===== config.mk =====
export PLATFORM = sky130hd
export DESIGN_NAME = slow_pulse_req_fifo
export DESIGN_NICKNAME = d
export VERILOG_FILES = /design/src/rtl/slow_pulse_req_fifo.sv
export SDC_FILE = /design/constraint.sdc
export NUM_CORES = 1
export LEC_CHECK = 0
export CAP_MARGIN = 30
export CORE_AREA = 2 2 137 139
export DETAILED_ROUTE_END_ITERATION = 8
export DIE_AREA = 0 0 139 141
export GPL_ROUTABILITY_DRIVEN = 0
export MAX_ROUTING_LAYER = met4
export PLACE_DENSITY = 0.49
export SLEW_MARGIN = 10
export SYNTH_ARGS = -nofsm -noshare
export SYNTH_HDL_FRONTEND = slang
export SYNTH_SLANG_ARGS = --single-unit

===== constraint.sdc =====
create_clock -name clk_fast -period 5.5 [get_ports clk_fast]
set_input_delay 1.1 -clock clk_fast [delete_from_list [all_inputs] [get_ports clk_fast]]
set_output_delay 1.1 -clock clk_fast [all_outputs]
set_load 0.01 [all_outputs]

===== src/rtl/slow_pulse_req_fifo.sv =====
// Fast-domain request FIFO fed by single-cycle strobes from the slow-to-fast
// pulse converter. Entries are offered to the cache controller over a
// valid/ready handshake; strobes that find the FIFO full are dropped and
// recorded in a sticky overflow flag.
module slow_pulse_req_fifo #(
  parameter int DATA_WIDTH = 32,
  parameter int DEPTH      = 4,
  parameter int ADDR_BITS  = 2
) (
  input  logic                  clk_fast,
  input  logic                  reset,
  input  logic                  pulse_in,
  input  logic [DATA_WIDTH-1:0] data_in,
  output logic                  out_valid,
  output logic [DATA_WIDTH-1:0] out_data,
  input  logic                  out_ready,
  output logic                  full,
  output logic [ADDR_BITS:0]    count,
  output logic                  overflow
);

  localparam logic [ADDR_BITS:0]   CNT_FULL = (ADDR_BITS + 1)'(DEPTH);
  localparam logic [ADDR_BITS:0]   CNT_ONE  = (ADDR_BITS + 1)'(1);
  localparam logic [ADDR_BITS-1:0] PTR_ONE  = ADDR_BITS'(1);

  logic [DATA_WIDTH-1:0] mem_q [DEPTH];
  logic [ADDR_BITS-1:0]  wr_ptr_q, wr_ptr_d;
  logic [ADDR_BITS-1:0]  rd_ptr_q, rd_ptr_d;
  logic [ADDR_BITS:0]    count_q, count_d;
  logic                  overflow_q, overflow_d;
  logic                  pop;
  logic                  push_ok;

  // Output views decode registered state only; no input reaches an output.
  assign out_valid = (count_q != '0);
  assign full      = (count_q == CNT_FULL);
  assign count     = count_q;
  assign overflow  = overflow_q;
  assign out_data  = out_valid ? mem_q[rd_ptr_q] : '0;

  // A pop in the same cycle frees the slot, so a full FIFO still accepts.
  assign pop     = out_valid & out_ready;
  assign push_ok = pulse_in & (~full | pop);

  // Next-state for pointers, occupancy and the sticky drop flag.
  always_comb begin
    wr_ptr_d   = wr_ptr_q;
    rd_ptr_d   = rd_ptr_q;
    count_d    = count_q;
    overflow_d = overflow_q;
    if (push_ok) begin
      wr_ptr_d = wr_ptr_q + PTR_ONE;
    end
    if (pop) begin
      rd_ptr_d = rd_ptr_q + PTR_ONE;
    end
    if (push_ok && !pop) begin
      count_d = count_q + CNT_ONE;
    end else if (pop && !push_ok) begin
      count_d = count_q - CNT_ONE;
    end
    if (pulse_in && !push_ok) begin
      overflow_d = 1'b1;
    end
  end

  // Control state register; asynchronous clear on reset assertion.
  always_ff @(posedge clk_fast or negedge reset) begin
    if (!reset) begin
      wr_ptr_q   <= '0;
      rd_ptr_q   <= '0;
      count_q    <= '0;
      overflow_q <= 1'b0;
    end else begin
      wr_ptr_q   <= wr_ptr_d;
      rd_ptr_q   <= rd_ptr_d;
      count_q    <= count_d;
      overflow_q <= overflow_d;
    end
  end

  // Payload storage is deliberately not reset; occupancy gates visibility.
  always_ff @(posedge clk_fast) begin
    if (push_ok) begin
      mem_q[wr_ptr_q] <= data_in;
    end
  end

endmodule

# ---- Word level (Yosys, flattened, before mapping)
# Memories as Yosys holds them, arrays and structs flattened.
# Index checks and enable logic that the tools add are counted.
dict set report word_totals {
  regBits 8
  ramBits 128
  input_bits 36
  output_inout_bits 38
  wordCells 26
  n_memories 1
}
# memory depth width rd rd_ports_with_merged_regs write_ports line
set mem_list {}
lappend mem_list {mem_q 4 32 1 0 1 26} ;# logic [DATA_WIDTH-1:0] mem_q [DEPTH];
dict set report op_classes {
  n_addsub 4
  eq_ne 1
  muxes 5
  bitwise_logic 4
  n_reduce_logical 7
}
# operator n
set ops {}
lappend ops {{$mux W32} 1}
lappend ops {{$mux W3} 2}
lappend ops {{$add A2 B1 Y2 const B} 2}
lappend ops {{$add A3 B1 Y3 const B} 1}
lappend ops {{$eq A3 B3 Y1 const B} 1}
lappend ops {{$logic_and A1 B1 Y1} 3}
lappend ops {{$reduce_bool A3 Y1} 1}
lappend ops {{$sub A3 B1 Y3 const B} 1}
lappend ops {{$and A1 B1 Y1} 2}
lappend ops {{$logic_not A1 Y1} 2}
lappend ops {{$mux W1} 2}
lappend ops {{$reduce_bool A2 Y1} 1}
lappend ops {{$not A1 Y1} 1}
lappend ops {{$or A1 B1 Y1} 1}

# ---- Longest topological paths before layout
# Gate-level depths: netlist of run 1.
dict set report depth {
  word_depth 8
  depth_mapped 9
}

# ---- Worst setup path after synthesis of run 1
# Ideal clock, no wire load.
dict set report synth_timing {
  path_type {input-to-reg}
  start {input out_ready}
  end {memory mem_q[0][0] (enable)}
  setup_ps 392
  arrival_time_ps 2215
  required_ps 5108
  setup_slack_ps 2893
  stages 3
  path_buffers 0
  path_cell_list {inv_1 a21boi_2 and2_1}
}
dict set report synth_between {
  elab_chain_len 5
}
# item line
set synth_rtl {}
lappend synth_rtl {{start, declared} 16} ;# input logic out_ready,
lappend synth_rtl {{$and A1 B1 Y1} 42} ;# assign pop = out_valid & out_ready;
lappend synth_rtl {{$or A1 B1 Y1} 43} ;# assign push_ok = pulse_in & (~full | pop);
lappend synth_rtl {{$and A1 B1 Y1} 43}
lappend synth_rtl {{named net push_ok} 32} ;# logic push_ok;
lappend synth_rtl {{$mux W1} 84} ;# if (push_ok) begin
lappend synth_rtl {{$mux W1 (implied by the code)} 85} ;# mem_q[wr_ptr_q] <= data_in;
lappend synth_rtl {{end, declared} 26}
# The timed path passes the listed nets, and every way through them passes these cells.

# ---- Worst setup path after layout of run 1
dict set report layout_timing {
  start {register rd_ptr_q[0]}
  end {output out_data[23]}
}
dict set report layout_between {
  elab_chain_len 2
}
# item line
set layout_rtl {}
lappend layout_rtl {{start, declared} 28} ;# logic [ADDR_BITS-1:0] rd_ptr_q, rd_ptr_d;
lappend layout_rtl {{start signal, assigned} 76} ;# rd_ptr_q <= rd_ptr_d;
lappend layout_rtl {{$mem_v2 Z4 W32} -}
lappend layout_rtl {{$mux W32} 39} ;# assign out_data = out_valid ? mem_q[rd_ptr_q] : '0;
lappend layout_rtl {{end, declared} 15} ;# output logic [DATA_WIDTH-1:0] out_data,
# No other way between the ends.

==> flow_summary.yaml, run 1 <==
status:
  outcome: "completed"
synthesis:
  synth-seq-cells: 136
  synth_top_area_frac: 0.721
  synth_top_cell_by_area: "edfxtp_1"
  syn_area_per_cell_um2: 22.1
  netlist_top_cells_area: "edfxtp_1 (72%), mux4_2 (12%), and2_1 (4.2%), dfrtp_1 (3.8%), mux4_1 (2.0%)"
  synth_nets: 283
  synth.distinct_cells: 23
  yosys_warnings: 0
  synth_cells: 241
  netlist_area_mm2: 0.00533
  synth_seq_area_share: 0.758
setup_path:
  worstRegToRegCells: 9
  critPathKind: "flop to output pin"
  endpoint_kind: "output pin"
  reg2reg_to: "count[2]"
  arrival_ns: 2.89
  crit_fanout: 25
  cp-start-kind: "flop"
  reg2reg_from: "count[0]"
  rrSetupSlack_ns: 3.16
  cp.required_ns: 4.40
run:
  drv_cap: 0
final_layout:
  syn_to_final_growth_pct: 32.3
  final_cell_count_no_fill: 575
  seq_area_mm2: 0.00405
  final_area_mm2: 0.00705
  layout-drive-gt1-share: 0.221
  multi_input_area_mm2: 0.00117
  fillCellCount: 1685
  final_net_count: 369
power:
  p_comb_frac: 0.313
  vdd_drop_max_uv: 249
  p_leak_nw: 2.34
  switching_share: 0.261
  seq_power_share: 0.373
  clockPowerShare: 0.313
  power-per-cell-area_mw_per_mm2: 584
  switching_power_mw: 1.07
  p_int_mw: 3.04
drt:
  num_vias: 2475
  wl_per_cell_um: 17.3
  drt_wl_total_um: 9960
  ant_nets: 0
  drc_errors: 0
  routed_via_density: 4.30
  drt_first_pass_iters: 4
  drt_iter0_markers: 100
clock_network:
  cts_buffers: 17
  cts_max_level: 4
  clk_pin_slew_ns: 0.06
  cts_buffer_depth: 2
  cts_resized: 0
  cts_tree: "yes"
  clock_sinks: 136
  ctsHoldBuffers: 0
  cts_root_buffer: "clkbuf_16"
  clk_latency_ns: 0.41
  cts_setup_buffers: 0
sta:
  tightest_slew_ns: 0.878
  finalCriticalPeriod_ns: 3.99
  finalHoldViolCount: 0
  drv_slew: 0
  period_share: 0.726
  setup_viol: 0
  relSlewSlack: 0.415
  grt_setup_unrepaired: "false"
  fmax_mhz: 251
  setup_tns_ns: 0
  finClkSkew_ns: 0.00458
floorplanning:
  die_w_um: 139
  io_pins: 74
  start_util: 0.292
  core-area_mm2: 0.0183
  fp-row-count: 50
  fp.dieH_um: 141
  fp.dieArea_mm2: 0.0196
placement:
  port_buffers: 73
  numPlacedInstances: 540
  dp_hpwl_um: 6010
  place_area_mm2: 0.00632
grt:
  grt_start_max_net_pins: 36
  grtUsageTotal: 0.113
  grt_pass1_wl_um: 15600
  grt_pass1_vias: 2803
  antenna_found_initial: 1
  gr-total-overflow: 0
hold_path:
  holdPathStages: 1
  worstHoldStart: "overflow"
  min_to: "overflow"
  hp-class: "flop to flop"
==> logic make-up after synthesis <==
family,Yosys count,share of synthesized area
flops,136,0.758
simple gates,41,0.0481
mux,34,0.142
buf+inv,16,0.0225
xor+xnor,6,0.00985
fa+ha+maj,6,0.0155
compound gates,2,0.00375
==> worst max path at each step <==
stage	startpoint	end	slack, ns	cells past startpoint
finish	rd_ptr_q[0]	out_data[23]	1.51	4
global route	rd_ptr_q[0]	out_data[23]	1.27	4
CTS	rd_ptr_q[0]	out_data[23]	1.40	4
detailed placement	rd_ptr_q[0]	out_data[3]	1.85	4
global placement	rd_ptr_q[0]	out_data[3]	1.84	4
floorplan	out_ready	mem_q[0][0]	2.89	3
==> per-layer routing <==
metal | GRT usage | vias to the layer above | routed length, um
met1 | 0.133 | 1262 | 4380
met3 | 0.0367 | 18 | 518
met5 | - | - | 0
met4 | 0.0558 | 0 | 199
li1 | - | 1135 | -
met2 | 0.174 | 60 | 4870
==> cell type report <==
| cell class | count | share of cell area |
|---|---|---|
| inverters | 4 | 0.00213 |
| clock inverters | 14 | 0.0358 |
| diodes | 1 | 0.000355 |
| clock buffers | 18 | 0.0608 |
| multi-input cells | 89 | 0.167 |
| repair buffers | 79 | 0.119 |
| well taps | 234 | 0.0415 |
| flip-flops and latches | 136 | 0.574 |
==> worst max-delay path: stages (launching register included) <==
cell	delay (ns)
dfrtp_2	0.93
buf_4	0.37
mux4_2	0.53
and2_1	0.17
clkdlybuf4s50_1	0.47
==> metrics by stage <==
step           hold WS (ns)   util  power [mW]  setup slack [ns]
2_1_floorplan         0.512      -        2.27              2.89
3_3_place_gp          0.460  0.343        2.85              1.84
3_5_place_dp          0.459  0.346        2.88              1.85
4_1_cts               0.477  0.383        4.18              1.40
5_1_grt               0.502  0.386        4.34              1.27
6_report              0.476  0.386        4.12              1.51
==> power by group through the flow <==
stage / clock [mW] / combinational (mW) / sequential (mW)
2_1_floorplan: 0 / 0.819 / 1.45
3_3_place_gp: 0 / 1.28 / 1.57
3_5_place_dp: 0 / 1.31 / 1.57
4_1_cts: 1.32 / 1.31 / 1.55
5_1_grt: 1.36 / 1.40 / 1.57
6_report: 1.29 / 1.29 / 1.54
==> registers in the layout (all words and copies together) (netlist names) <==
register  cells
mem_q       128
count         3
rd_ptr_q      2
wr_ptr_q      2
overflow      1
==> layout by cell type (no fill, tap or decap), types with 3 or more instances in the layout <==
cell type and instances:
inv_1 4, clkinv_2 4, clkbuf_16 17, edfxtp_1 128, and2_1 32, clkdlybuf4s50_1 73, xnor2_1 4, ha_1 5
mux4_1 4, dfrtp_1 6, mux4_2 28, bufinv_16 7, and2_2 4, clkinvlp_4 3
==> Yosys cell counts, drive strengths merged <==
cell type / n
nand3: 1
nand2: 1
or3: 1
nor2: 1
ha: 5
mux2: 2
mux4: 32
a21boi: 1
and2: 36
buf: 7
edfxtp: 128
a31o: 1
clkbuf: 5
inv: 4
fa: 1
xor2: 2
nor3b: 1
dfrtp: 8
xnor2: 4
Note: power is estimated with default switching activity, not from simulation.
==> run 2, diff against run 1 <==
Clock period 5.5 ns to 3.77 ns, I/O delays scaled along.
==> run 2 against run 1 <==
Net effect:
- core utilization decreased by 0.71 points
- worst setup slack worse by 0.96 ns
- combinational power rose by 52%
- clock power rose by 22%
- largest cell class unchanged
- critical path depth down 1
- largest power group unchanged
- highest routed layer unchanged
- clock skew is 0.0040 ns higher
- design area is 1.8% lower
- final cell count is 0.87% higher
==> flow_summary.yaml, run 2 (synthesized netlist as in run 1, its figures left out) <==
status:
  outcome: "completed"
sta:
  finalCriticalPeriod_ns: 3.22
  setup_tns_ns: 0
  period_share: 0.854
  finClkSkew_ns: 0.00855
  fmax_mhz: 311
  grt_setup_unrepaired: "false"
  finalHoldViolCount: 0
  worst_hold_slack_ns: 0.496
  drv_slew: 0
  setup_viol: 0
  tightest_slew_ns: 0.894
  relSlewSlack: 0.404
floorplanning:
  core-area_mm2: 0.0183
  fp.dieArea_mm2: 0.0196
  start_util: 0.292
  fp-row-count: 50
  fp.dieH_um: 141
  die_w_um: 139
  io_pins: 74
drt:
  drc_errors: 0
  drt_first_pass_iters: 4
  ant_nets: 0
  num_vias: 2545
  wl_per_cell_um: 17.8
  routed_via_density: 4.39
  drt_iter0_markers: 90
  drt_wl_total_um: 10300
run:
  drv_cap: 0
final_layout:
  layout-drive-gt1-share: 0.232
  regMostFlops: "mem_q"
  largest_reg_flops: 128
  final_cell_mix: "edfxtp_1 (128), clkdlybuf4s50_1 (73), and2_1 (32)"
  syn_to_final_growth_pct: 29.8
  fillCellCount: 1693
  mostFrequentLayoutCell: "edfxtp_1"
  multi_input_area_mm2: 0.00117
  final_net_count: 374
  seq_area_mm2: 0.00405
setup_path:
  cp.required_ns: 3.02
  arrival_ns: 2.46
  cp-start-kind: "flop"
  critPathBufInv: 1
  endpoint_kind: "output pin"
  cpPeakStageDelay_ns: 0.95
  crit_chain: "mux4_2, and2_1, clkdlybuf4s50_1"
  crit_fanout: 33
  slowest_stage: "dfrtp_2"
  critPathKind: "flop to output pin"
  path_delay_family: "flip-flops"
power:
  clockPowerShare: 0.277
  seq_power_share: 0.380
  p_comb_frac: 0.342
  switching_share: 0.282
  p_int_mw: 4.10
  vdd_drop_max_uv: 456
  p_leak_nw: 2.29
  switching_power_mw: 1.61
  power-per-cell-area_mw_per_mm2: 825
clock_network:
  clock_sinks: 136
  cts_buffers: 17
  clk_latency_ns: 0.41
  cts_resized: 0
  clk_pin_slew_ns: 0.06
  cts_root_buffer: "clkbuf_16"
  ctsHoldBuffers: 0
  cts_tree: "yes"
  cts_setup_buffers: 0
  cts_max_level: 4
  cts_buffer_depth: 2
grt:
  grt_pass1_wl_um: 16300
  grt_start_max_net_pins: 36
  gr-total-overflow: 0
  grtUsageTotal: 0.117
  antenna_found_initial: 1
  grt_pass1_vias: 2856
placement:
  dp_hpwl_um: 6400
  port_buffers: 73
hold_path:
  hp-class: "flop to flop"
## run 2: cell types whose count changed in the layout (fill, tap and decap cells not counted)
cell and delta:
buf_16 -2, clkinvlp_4 +3, buf_12 -2, inv_6 +2, bufinv_16 -5, clkinv_2 -2
clkinv_4 +2, buf_4 +9
## run 2: routing by layer
metal | GRT usage | part of all wire | vias to the layer above
met5 | - | 0 | -
met4 | 0.0399 | 0.0077 | 0
met3 | 0.0380 | 0.048 | 8
met2 | 0.181 | 0.50 | 65
met1 | 0.145 | 0.44 | 1322
li1 | - | - | 1150
## run 2: worst register-to-register path, delay by kind of cell, from the launching register on
| family | cells | cell delay, ns |
|---|---|---|
| buf+inv | 2 | 0.32 |
| fa+ha+maj | 2 | 0.56 |
| xor+xnor | 2 | 0.30 |
| flops | 1 | 0.46 |
| simple gates | 3 | 0.64 |
## run 2: layout make-up
type | count | share of cell area
flip-flops and latches | 136 | 0.584
diodes | 1 | 0.000361
clock buffers | 18 | 0.0620
inverters | 4 | 0.00217
well taps | 234 | 0.0423
clock inverters | 14 | 0.0217
repair buffers | 84 | 0.117
multi-input cells | 89 | 0.170
## run 2: power groups by stage
stage,Combinational [mW],Sequential [mW],Clock [mW]
after floorplan,1.19,2.11,0
after global placement,2.01,2.20,0
after detailed placement,2.01,2.21,0
after CTS,2.03,2.18,1.62
after global routing,2.13,2.21,1.69
final,1.96,2.17,1.58
## run 2: path summary, 6_finish.rpt
kind	startpoint	endpoint	slack, ns	cells after the start
max	rd_ptr_q[1]	out_data[12]	0.55	3
min	overflow	overflow	0.50	1
max reg2reg	count[0]	count[2]	1.42	9
min reg2reg	overflow	overflow	0.50	1
max in group asynchronous	reset	rd_ptr_q[0]	2.85	1
min in group asynchronous	reset	overflow	0.63	1
## run 2: through the flow
step	setup slack, ns	instance area [um^2]	cells	utilization	power, mW
floorplan	1.51	5330	241	-	3.31
global placement	0.917	6340	547	0.347	4.21
detailed placement	0.917	6340	547	0.347	4.22
CTS	0.467	6920	579	0.379	5.83
global route	0.405	6920	580	0.379	6.03
finish	0.552	6920	580	0.379	5.71
